--- config.mk ---
export PLATFORM = sky130hd
export DESIGN_NAME = stupidrv_dbus
export DESIGN_NICKNAME = d
export VERILOG_FILES = /design/src/rtl/stupidrv_dbus.sv
export SDC_FILE = /design/constraint.sdc
export NUM_CORES = 1
export LEC_CHECK = 0
export CORE_MARGIN = 2
export CORE_UTILIZATION = 41
export DETAILED_ROUTE_END_ITERATION = 8
export GPL_ROUTABILITY_DRIVEN = 0
export PLACE_DENSITY = 0.77
export SYNTH_ARGS = -nofsm -noshare
export SYNTH_HDL_FRONTEND = slang
export SYNTH_SLANG_ARGS = --single-unit
--- constraint.sdc ---
create_clock -name clock -period 1.95 [get_ports clock]
set_input_delay 0.195 -clock clock [delete_from_list [all_inputs] [get_ports clock]]
set_output_delay 0.195 -clock clock [all_outputs]
set_load 0.02 [all_outputs]
--- src/rtl/stupidrv_dbus.sv ---
// Data-side bus bridge: turns the core's combinational data request into a
// registered valid/ready transaction, stalling the core until it completes.
// A watchdog aborts transactions that the memory never acknowledges.
module stupidrv_dbus #(
  parameter int unsigned TIMEOUT     = 255,
  parameter logic [31:0] ABORT_RDATA = 32'h0000_0000
) (
  input  logic        clock,
  input  logic        resetn,
  input  logic        dmem_valid,
  input  logic [31:0] dmem_addr,
  input  logic [3:0]  dmem_wstrb,
  input  logic [31:0] dmem_wdata,
  output logic [31:0] dmem_rdata,
  output logic        stall,
  output logic        mem_valid,
  input  logic        mem_ready,
  output logic [31:0] mem_addr,
  output logic [3:0]  mem_wstrb,
  output logic [31:0] mem_wdata,
  input  logic [31:0] mem_rdata,
  output logic        err
);

  localparam int unsigned ADDR_W = 32;
  localparam int unsigned DATA_W = 32;
  localparam int unsigned STRB_W = 4;
  localparam int unsigned CNT_W  = 32;

  // Watchdog fires when the wait counter reaches TIMEOUT-1 with no acknowledge.
  localparam logic             WDOG_EN  = (TIMEOUT != 0);
  localparam logic [CNT_W-1:0] CNT_LAST = WDOG_EN ? (CNT_W'(TIMEOUT) - CNT_W'(1)) : '0;

  typedef enum logic [1:0] {
    IDLE = 2'd0,
    REQ  = 2'd1,
    DONE = 2'd2
  } state_t;

  state_t             state_q,     state_d;
  logic               mem_valid_q, mem_valid_d;
  logic [ADDR_W-1:0]  mem_addr_q,  mem_addr_d;
  logic [STRB_W-1:0]  mem_wstrb_q, mem_wstrb_d;
  logic [DATA_W-1:0]  mem_wdata_q, mem_wdata_d;
  logic [DATA_W-1:0]  rdata_q,     rdata_d;
  logic               err_q,       err_d;
  logic [CNT_W-1:0]   cnt_q,       cnt_d;

  // State and datapath registers; reset drops any in-flight bus request.
  always_ff @(posedge clock or negedge resetn) begin
    if (!resetn) begin
      state_q     <= IDLE;
      mem_valid_q <= 1'b0;
      mem_addr_q  <= '0;
      mem_wstrb_q <= '0;
      mem_wdata_q <= '0;
      rdata_q     <= '0;
      err_q       <= 1'b0;
      cnt_q       <= '0;
    end else begin
      state_q     <= state_d;
      mem_valid_q <= mem_valid_d;
      mem_addr_q  <= mem_addr_d;
      mem_wstrb_q <= mem_wstrb_d;
      mem_wdata_q <= mem_wdata_d;
      rdata_q     <= rdata_d;
      err_q       <= err_d;
      cnt_q       <= cnt_d;
    end
  end

  // Next-state logic and the combinational core stall.
  always_comb begin
    state_d     = state_q;
    mem_valid_d = mem_valid_q;
    mem_addr_d  = mem_addr_q;
    mem_wstrb_d = mem_wstrb_q;
    mem_wdata_d = mem_wdata_q;
    rdata_d     = rdata_q;
    err_d       = err_q;
    cnt_d       = cnt_q;
    stall       = 1'b0;

    case (state_q)
      IDLE: begin
        stall = dmem_valid;
        if (dmem_valid) begin
          mem_valid_d = 1'b1;
          mem_addr_d  = {dmem_addr[31:2], 2'b00};
          mem_wstrb_d = dmem_wstrb;
          mem_wdata_d = dmem_wdata;
          cnt_d       = '0;
          state_d     = REQ;
        end
      end

      REQ: begin
        stall = 1'b1;
        if (mem_ready) begin
          // Writes return zero so the core never sees stale bus data.
          rdata_d     = (mem_wstrb_q == '0) ? mem_rdata : '0;
          mem_valid_d = 1'b0;
          state_d     = DONE;
        end else if (WDOG_EN && (cnt_q == CNT_LAST)) begin
          rdata_d     = ABORT_RDATA;
          err_d       = 1'b1;
          mem_valid_d = 1'b0;
          state_d     = DONE;
        end else begin
          cnt_d = cnt_q + CNT_W'(1);
        end
      end

      DONE: begin
        // Core has moved on; always pass through IDLE before a new request.
        stall   = 1'b0;
        err_d   = 1'b0;
        state_d = IDLE;
      end

      default: begin
        state_d     = IDLE;
        mem_valid_d = 1'b0;
        err_d       = 1'b0;
      end
    endcase
  end

  assign dmem_rdata = rdata_q;
  assign mem_valid  = mem_valid_q;
  assign mem_addr   = mem_addr_q;
  assign mem_wstrb  = mem_wstrb_q;
  assign mem_wdata  = mem_wdata_q;
  assign err        = err_q;

endmodule

### Word level (Yosys, flattened, before mapping)

Index checks and enable logic that the tools add are counted.
W data, S select, Z words.

* register bits: 134
* bits of input ports: 104
* output and inout port bits: 103
* logic and storage cells: 48

* bitwise operators: 2
* muxes and demuxes: 19
* reduce and logical (&&, ||, !) cells: 10
* equality and inequality tests: 8
* add/subtract/negate cells: 1

Operators by type and width (number)
* $mux W32: 6
* $pmux W32 S2: 1
* $add A32 B1 Y32 const B: 1
* $eq A32 B8 Y1 const B: 1
* $ne A2 B2 Y1 const B: 4
* $mux W2: 3
* $reduce_and A2 Y1: 3
* $reduce_and A3 Y1: 2
* $mux W1: 5
* $logic_not A4 Y1: 1
* $pmux W1 S2: 2
* $pmux W2 S2: 1
* $reduce_and A4 Y1: 1
* $reduce_bool A2 Y1: 2
* $ne A3 B3 Y1 const B: 1
* $pmux W1 S3: 1
* $eq A2 B1 Y1 const B: 1
* $eq A2 B2 Y1 const B: 1
* $logic_not A2 Y1: 1
* $not A1 Y1: 2

### Longest topological paths before layout

Gate-level depths: netlist of the first run.

* depth after elaboration: 4
* mapped depth: 9
* gate-level depth less buffers: 8

### Worst setup path after synthesis of the first run

Ideal clock, no wire load.

* kind: reg-to-reg
* from: register cnt_q[0]
* to: register cnt_q[26]
* setup time: 0.124 ns
* buffers on the path: 1
* arrival time: 1.716 ns
* period minus slack after synthesis: 1.840 ns
* cell stages (with the launch flop): 9
* path slack: 0.110 ns
* required time: 1.826 ns
* path through: dfrtp_1 -> inv_1 -> ha_1 -> nor3b_1 -> nand4_1 -> o21a_2 -> buf_6 -> and3_1 -> a211o_1

* longest elaborated chain between the ends: 4
* elaborated cells on any way between the ends: 7
* classes of those cells: add/sub: 1; eq/ne: 2; mux: 3; reduce/logical: 1

Ends and longest elaborated chain
* from (decl): RTL line 47 `logic [CNT_W-1:0] cnt_q, cnt_d;`
* from (signal assigned): RTL line 68 `cnt_q <= cnt_d;`
* $add A32 B1 Y32: RTL line 110 `cnt_d = cnt_q + CNT_W'(1);`
* $mux W32: RTL line 104 `end else if (WDOG_EN && (cnt_q == CNT_LAST)) begin`
* $mux W32: RTL line 99 `if (mem_ready) begin`
* $pmux W32 S2: RTL line 84 `case (state_q)`

Parallel ways exist; a longest one is shown, timed or not. The select of a mux whose other input is x is not followed.
A chain may end at the register's enable or synchronous reset.

### Worst setup path after layout of the first run

* from: register cnt_q[10]
* to: register cnt_q[30]

The elaborated chain is that of the path after synthesis.

==> results.py, run 1 <==
metrics = {
    "cts": {
        "clkTransAtPathRegs_ns": 0.05,
        "clk_latency_ns": 0.41,
        "clock_path_buffers": 2,
        "numCtsBuffers": 17,
        "clock-sinks": 134,
        "tritoncts": "done",
        "root_buffer": "clkbuf_16",
        "h-tree-depth": 4,
        "cts_setup_buffers": 0,
    },
    "global_routing": {
        "gr-total-overflow": 0,
        "grt_start_max_net_pins": 46,
        "grt_pass1_vias": 5426,
        "grt_pass1_wl_um": 26100,
        "grt_util_all_layers_pct": 22.1,
        "antenna_found_initial": 0,
    },
    "timing": {
        "min_period_over_period_pct": 97.2,
        "skew_ns": 0.00580,
        "timing.hold.ws_ns": 0.222,
        "rsz0062_at_grt": "yes",
        "setup_viol": 0,
        "fmax_mhz": 528,
        "final_max_slew_viol_count": 0,
        "finalCriticalPeriod_ns": 1.90,
        "hold_viol_final": 0,
        "setup_ws_ns": 0.0548,
    },
    "die": {
        "rows": 43,
        "die-area_mm2": 0.0151,
        "core_mm2": 0.0138,
        "dieWidth_um": 123,
        "die_h_um": 123,
        "pin_count": 207,
        "start_util_pct": 41.9,
    },
    "worst_setup_path": {
        "worstSetupStartpointType": "flop",
        "cp_top_family": "compound AO/OA/AOI/OAI gates",
        "slowest_delay_ns": 0.46,
        "worst-path-stages": 6,
        "rr_worst_depth": 6,
        "arrival_ns": 2.21,
        "endpoint_kind": "flop",
        "path_class": "flop to flop",
        "timing.reg2reg.setup_slack_ns": 0.05,
        "critical_path_required_ns": 2.27,
        "crit_chain": "nor4_2, nand4_1, o21a_2, buf_4, mux2i_1, o21ai_0",
        "rr_endpoint": "cnt_q[30]",
        "crit_path_top_delay_cell": "dfrtp_2",
        "path_max_fanout": 13,
        "r2r-start": "cnt_q[10]",
        "crit_buf_inv": 1,
    },
    "final_layout": {
        "n_antenna_cell": 0,
        "postLayoutCellArea_mm2": 0.00899,
        "fin_nets": 943,
        "syn_to_final_growth_pct": 55.1,
        "seq_area_mm2": 0.00336,
        "drive_above_1_share_pct": 13.8,
        "multiInputGateArea_mm2": 0.00226,
        "fill_cells": 1050,
    },
    "routing": {
        "num_vias": 5432,
        "routed_wl_um": 16700,
        "dr.pass1.iters": 5,
        "drt-initial-drc-count": 428,
        "post_drt_wl_per_cell_um": 16.2,
        "drc": 0,
        "drtAntennaViolNets": 0,
        "viasPerCell": 5.28,
    },
    "placed_design": {
        "placed_area_mm2": 0.00834,
        "portBuffers": 202,
        "dp_hpwl_um": 11700,
        "pre_cts_ws_ns": 0.00818,
    },
    "pwr": {
        "power.leakage_nw": 4.24,
        "ir_worst_vdd_mv": 1.08,
        "powerDensity_mw_per_mm2": 1330,
        "total_power_mw": 12.0,
    },
    "synthesis": {
        "synthTopCellsByArea": "dfrtp_1 (58%), nand2_1 (14%), a22o_1 (4.8%), mux2i_1 (1.9%), nand3_1 (1.9%)",
        "async_flop_share_pct": 100,
        "ys.warnings.count": 0,
        "seq_area_frac_synth_pct": 57.9,
        "ys_types": 50,
        "synth_edf_count": 0,
        "synth_seq_cells": 134,
        "synth.most_common_cell": "nand2_1",
        "netlist.area_leader.share_pct": 57.9,
        "synth-main-ff-cell": "dfrtp_1",
        "synth.cell_area_mm2": 0.00580,
        "yosys-top-cells-count": "nand2_1 (217), dfrtp_1 (134), a22o_1 (32)",
        "syn_area_per_cell_um2": 9.77,
        "yosys.area.top_type": "dfrtp_1",
        "synthCells": 593,
    },
    "flow_run": {
        "maxCapViolations": 0,
    },
    "min_path": {
        "hold_path.class": "primary input to async pin",
    },
    "run_status": {
        "outcome": "finished clean",
    },
}
## through the flow
step	TNS [ns]	utilization [%]	instances
after floorplan	0	-	594
after CTS	0	64.6	1029
after global routing	-0.208	65.0	1029
after detailed placement	0	60.3	997
after global placement	0	60.3	997
final	0	65.0	1029
## area by class of cell
cell class                 count  area share [%]
sequential                   134            37.4
timing repair buffer         263            28.2
multi-input combinational    413            25.2
clock buffer                  24            5.58
tap                          180            2.50
clock inverter                 7           0.779
inverter                       8           0.362
## report_power, final
group	total (mW)	leakage (nW)	switching [mW]	internal [mW]
clock	3.05	0.282	1.14	1.91
sequential	4.13	1.74	0.498	3.64
combinational	4.76	2.22	2.52	2.24
## routing by layer
metal | GRT usage [%] | routed length, µm | vias to the layer above
li1 | - | - | 2521
met1 | 26.9 | 6470 | 2631
met2 | 36.3 | 8460 | 236
met3 | 8.03 | 1400 | 44
met4 | 7.61 | 360 | 0
met5 | 0 | 0 | -
## worst register-to-register path, cell delays in order, from the launching register on
cell and delay, ns:
dfrtp_2 0.46, nor4_2 0.28, nand4_1 0.17, o21a_2 0.37, buf_4 0.22, mux2i_1 0.12
o21ai_0 0.19
## registers in the layout (all words and copies together) (netlist names)
register and cells:
cnt_q 32, dmem_rdata 32, err 1, mem_addr 30, mem_valid 1, mem_wdata 32, mem_wstrb 4, state_q 2
## how the worst max path moves through the flow
stage / slack [ns] / startpoint / end
after floorplan: 0.11 / cnt_q[0] / cnt_q[26]
after global placement: 0.03 / cnt_q[0] / cnt_q[24]
after detailed placement: 0.008 / cnt_q[0] / dmem_rdata[19]
after CTS: 0.006 / cnt_q[24] / dmem_rdata[19]
after global routing: -0.03 / cnt_q[0] / cnt_q[10]
final: 0.05 / cnt_q[10] / cnt_q[30]
## cell usage in the layout, fill, tap and decap left out, types with 6 or more instances in the layout
master and n:
nand2_1 216, clkdlybuf4s50_1 200, dfrtp_1 130, buf_4 55, a22o_1 32, nand3_1 21
a31oi_1 17, clkbuf_16 17, a21oi_1 15, nor2_1 11, nand4_1 11, mux2i_1 11
inv_1 7, o21ai_0 7, and3_1 6
## cells by family after synthesis
family	count (synthesis)	share of synthesized area (%)
compound gates	94	11.8
fa+ha+maj	2	0.432
buf+inv	47	4.34
flops	134	57.9
mux	11	1.90
other cells	1	0.0647
simple gates	304	23.6
## repair_timing
item	CTS	global route
hold buffers	1	0
endpoints found under the hold margin	20	0
endpoints found under the setup margin	5	53
gates resized for setup	2	16
pin swaps	1	0
Note: power is estimated with default switching activity, not from simulation.
==> run 2, diff against run 1 <==
--- a/config.mk
+++ b/config.mk
@@ -5,11 +5,13 @@
 export SDC_FILE = /design/constraint.sdc
 export NUM_CORES = 1
 export LEC_CHECK = 0
+export CORE_ASPECT_RATIO = 1.5
 export CORE_MARGIN = 2
 export CORE_UTILIZATION = 41
 export DETAILED_ROUTE_END_ITERATION = 8
 export GPL_ROUTABILITY_DRIVEN = 0
 export PLACE_DENSITY = 0.77
+export SLEW_MARGIN = 20
 export SYNTH_ARGS = -nofsm -noshare
 export SYNTH_HDL_FRONTEND = slang
 export SYNTH_SLANG_ARGS = --single-unit
==> run 2 against run 1 <==
  * The run now ends with negative setup slack left
  * Global-route usage increased by 1.2 points
  * Combinational power increased by 3%
  * Die area increased by 0.13%
  * Critical path depth increased by 1
  * Sequential cell count unchanged
  * Final cell count decreased by 2.3%
  * Power increased by 2.5%
  * Wire length increased by 4.6%
  * Critical endpoint is now cnt_q[17]
  * Largest power group unchanged
  * Highest routed layer unchanged
==> results.py, run 2 (same netlist as run 1, synthesis figures left out) <==
metrics = {
    "run_status": {
        "outcome": "finished, violations left",
        "violations": "negative setup slack",
    },
    "die": {
        "rows": 53,
        "die-area_mm2": 0.0151,
        "die_h_um": 150,
        "pin_count": 207,
        "core_mm2": 0.0139,
        "start_util_pct": 41.6,
        "dieWidth_um": 101,
    },
    "placed_design": {
        "pre_cts_ws_ns": -0.109,
        "portBuffers": 202,
        "dp_hpwl_um": 11800,
    },
    "timing": {
        "min_period_over_period_pct": 101,
        "setup_ws_ns": -0.0242,
        "skew_ns": 0.0180,
        "setup_viol": 2,
        "tightest_slew_ns": 0.731,
        "finalCriticalPeriod_ns": 1.97,
        "fmax_mhz": 507,
        "final_max_slew_viol_count": 0,
        "hold_viol_final": 0,
        "slew-limit-headroom_pct": 51.3,
        "rsz0062_at_grt": "yes",
        "fin_tns_setup_ns": -0.0288,
    },
    "cts": {
        "numCtsBuffers": 17,
        "clkTransAtPathRegs_ns": 0.07,
        "clk_latency_ns": 0.42,
        "h-tree-depth": 4,
        "clock-sinks": 134,
        "tritoncts": "done",
        "root_buffer": "clkbuf_16",
        "clock_path_buffers": 2,
    },
    "min_path": {
        "hold_path.class": "primary input to flop",
    },
    "routing": {
        "post_drt_wl_per_cell_um": 17.4,
        "drt-initial-drc-count": 303,
        "num_vias": 5491,
        "dr.pass1.iters": 5,
        "viasPerCell": 5.46,
        "drc": 0,
        "routed_wl_um": 17500,
        "drtAntennaViolNets": 0,
    },
    "global_routing": {
        "grt_util_all_layers_pct": 23.3,
        "gr-total-overflow": 0,
        "grt_pass1_vias": 5784,
        "grt_pass1_wl_um": 27900,
        "grt_start_max_net_pins": 135,
        "antenna_found_initial": 0,
    },
    "worst_setup_path": {
        "path_max_fanout": 4,
        "crit_chain": "buf_4, nand4_1, buf_4, nor4_1, buf_4, a41oi_1, a31oi_1",
        "crit_path_top_delay_cell": "dfrtp_1",
        "worstSetupStartpointType": "flop",
        "endpoint_kind": "flop",
        "crit_top_cell": "buf_4",
        "arrival_ns": 2.30,
        "critical_path_required_ns": 2.28,
        "crit_buf_inv": 3,
        "slowest_delay_ns": 0.44,
        "cp_top_family": "simple AND/OR/NAND/NOR gates",
        "path_class": "flop to flop",
    },
    "flow_run": {
        "maxCapViolations": 0,
    },
    "final_layout": {
        "fin_util_pct": 65.8,
        "fin_nets": 933,
        "drive_above_1_share_pct": 14.9,
        "final_cell_mix": "nand2_1 (216), clkdlybuf4s50_1 (201), dfrtp_1 (130)",
        "n_antenna_cell": 0,
        "syn_to_final_growth_pct": 58.2,
        "layout_commonest_cell": "nand2_1",
    },
    "pwr": {
        "ir_worst_vdd_mv": 0.778,
        "power.leakage_nw": 4.21,
        "powerDensity_mw_per_mm2": 1340,
        "total_power_mw": 12.2,
    },
}
-- run 2: cell count changes in the layout (fill, tap and decap cells not counted), sizes merged --
cell | before | now
buf | 61 | 51
inv | 8 | 14
clkbuf | 24 | 19
clkinv | 5 | 3
clkinvlp | 1 | 3
clkdlybuf4s50 | 200 | 201
dlymetal6s2s | 1 | 0
-- run 2: per-stage QoR --
step                area [µm²]  std cells  hold slack [ns]
finish                    9170       1005            0.302
floorplan                 5800        594           -0.101
global placement          8230        965            0.357
global route              9170       1005            0.287
CTS                       8910       1003            0.287
detailed placement        8230        965            0.371
-- run 2: cell type report --
class                   instances  area [µm²]
repair buffers                253        2530
fillers                      1038        4760
multi-input cells             413        2450
flip-flops and latches        134        3360
inverters                       8        37.5
well taps                     165         206
clock inverters                13         136
clock buffers                  19         453
-- run 2: worst min-delay path: cells and delay by family --
kind	cells	cell delay (ns)
buffers and inverters	1	0.39
AND/OR/NAND/NOR	2	0.09
-- run 2: worst paths after layout --
check	end	startpoint	slack [ns]	cells past startpoint
hold / removal	mem_wdata[30]	dmem_wdata[30]	0.30	3
hold reg to reg	mem_addr[16]	mem_addr[16]	0.47	2
setup / recovery	cnt_q[17]	cnt_q[1]	-0.02	7
setup reg to reg	cnt_q[17]	cnt_q[1]	-0.02	7
max in group asynchronous	cnt_q[14]	resetn	0.94	3
min in group asynchronous	dmem_rdata[10]	resetn	0.43	3
-- run 2: what timing repair did --
item | CTS | global route
hold endpoints to repair | 134 | 0
gates resized for setup | 8 | 40
setup endpoints to repair | 59 | 63
pin swaps | 4 | 7
setup buffers | 5 | 2
hold buffers | 1 | 0
-- run 2: layer usage --
layer / global-route usage (%) / share of wire [%] / vias to the layer above
met2: 39.7 / 54 / 248
met1: 26.3 / 37 / 2682
li1: - / - / 2503
met5: 0 / 0 / -
met3: 5.46 / 5.5 / 58
met4: 13.3 / 4.0 / 0
-- run 2: where the power goes --
group,switching (mW),internal [mW]
Sequential,0.542,3.63
Combinational,2.59,2.30
Clock,1.32,1.86
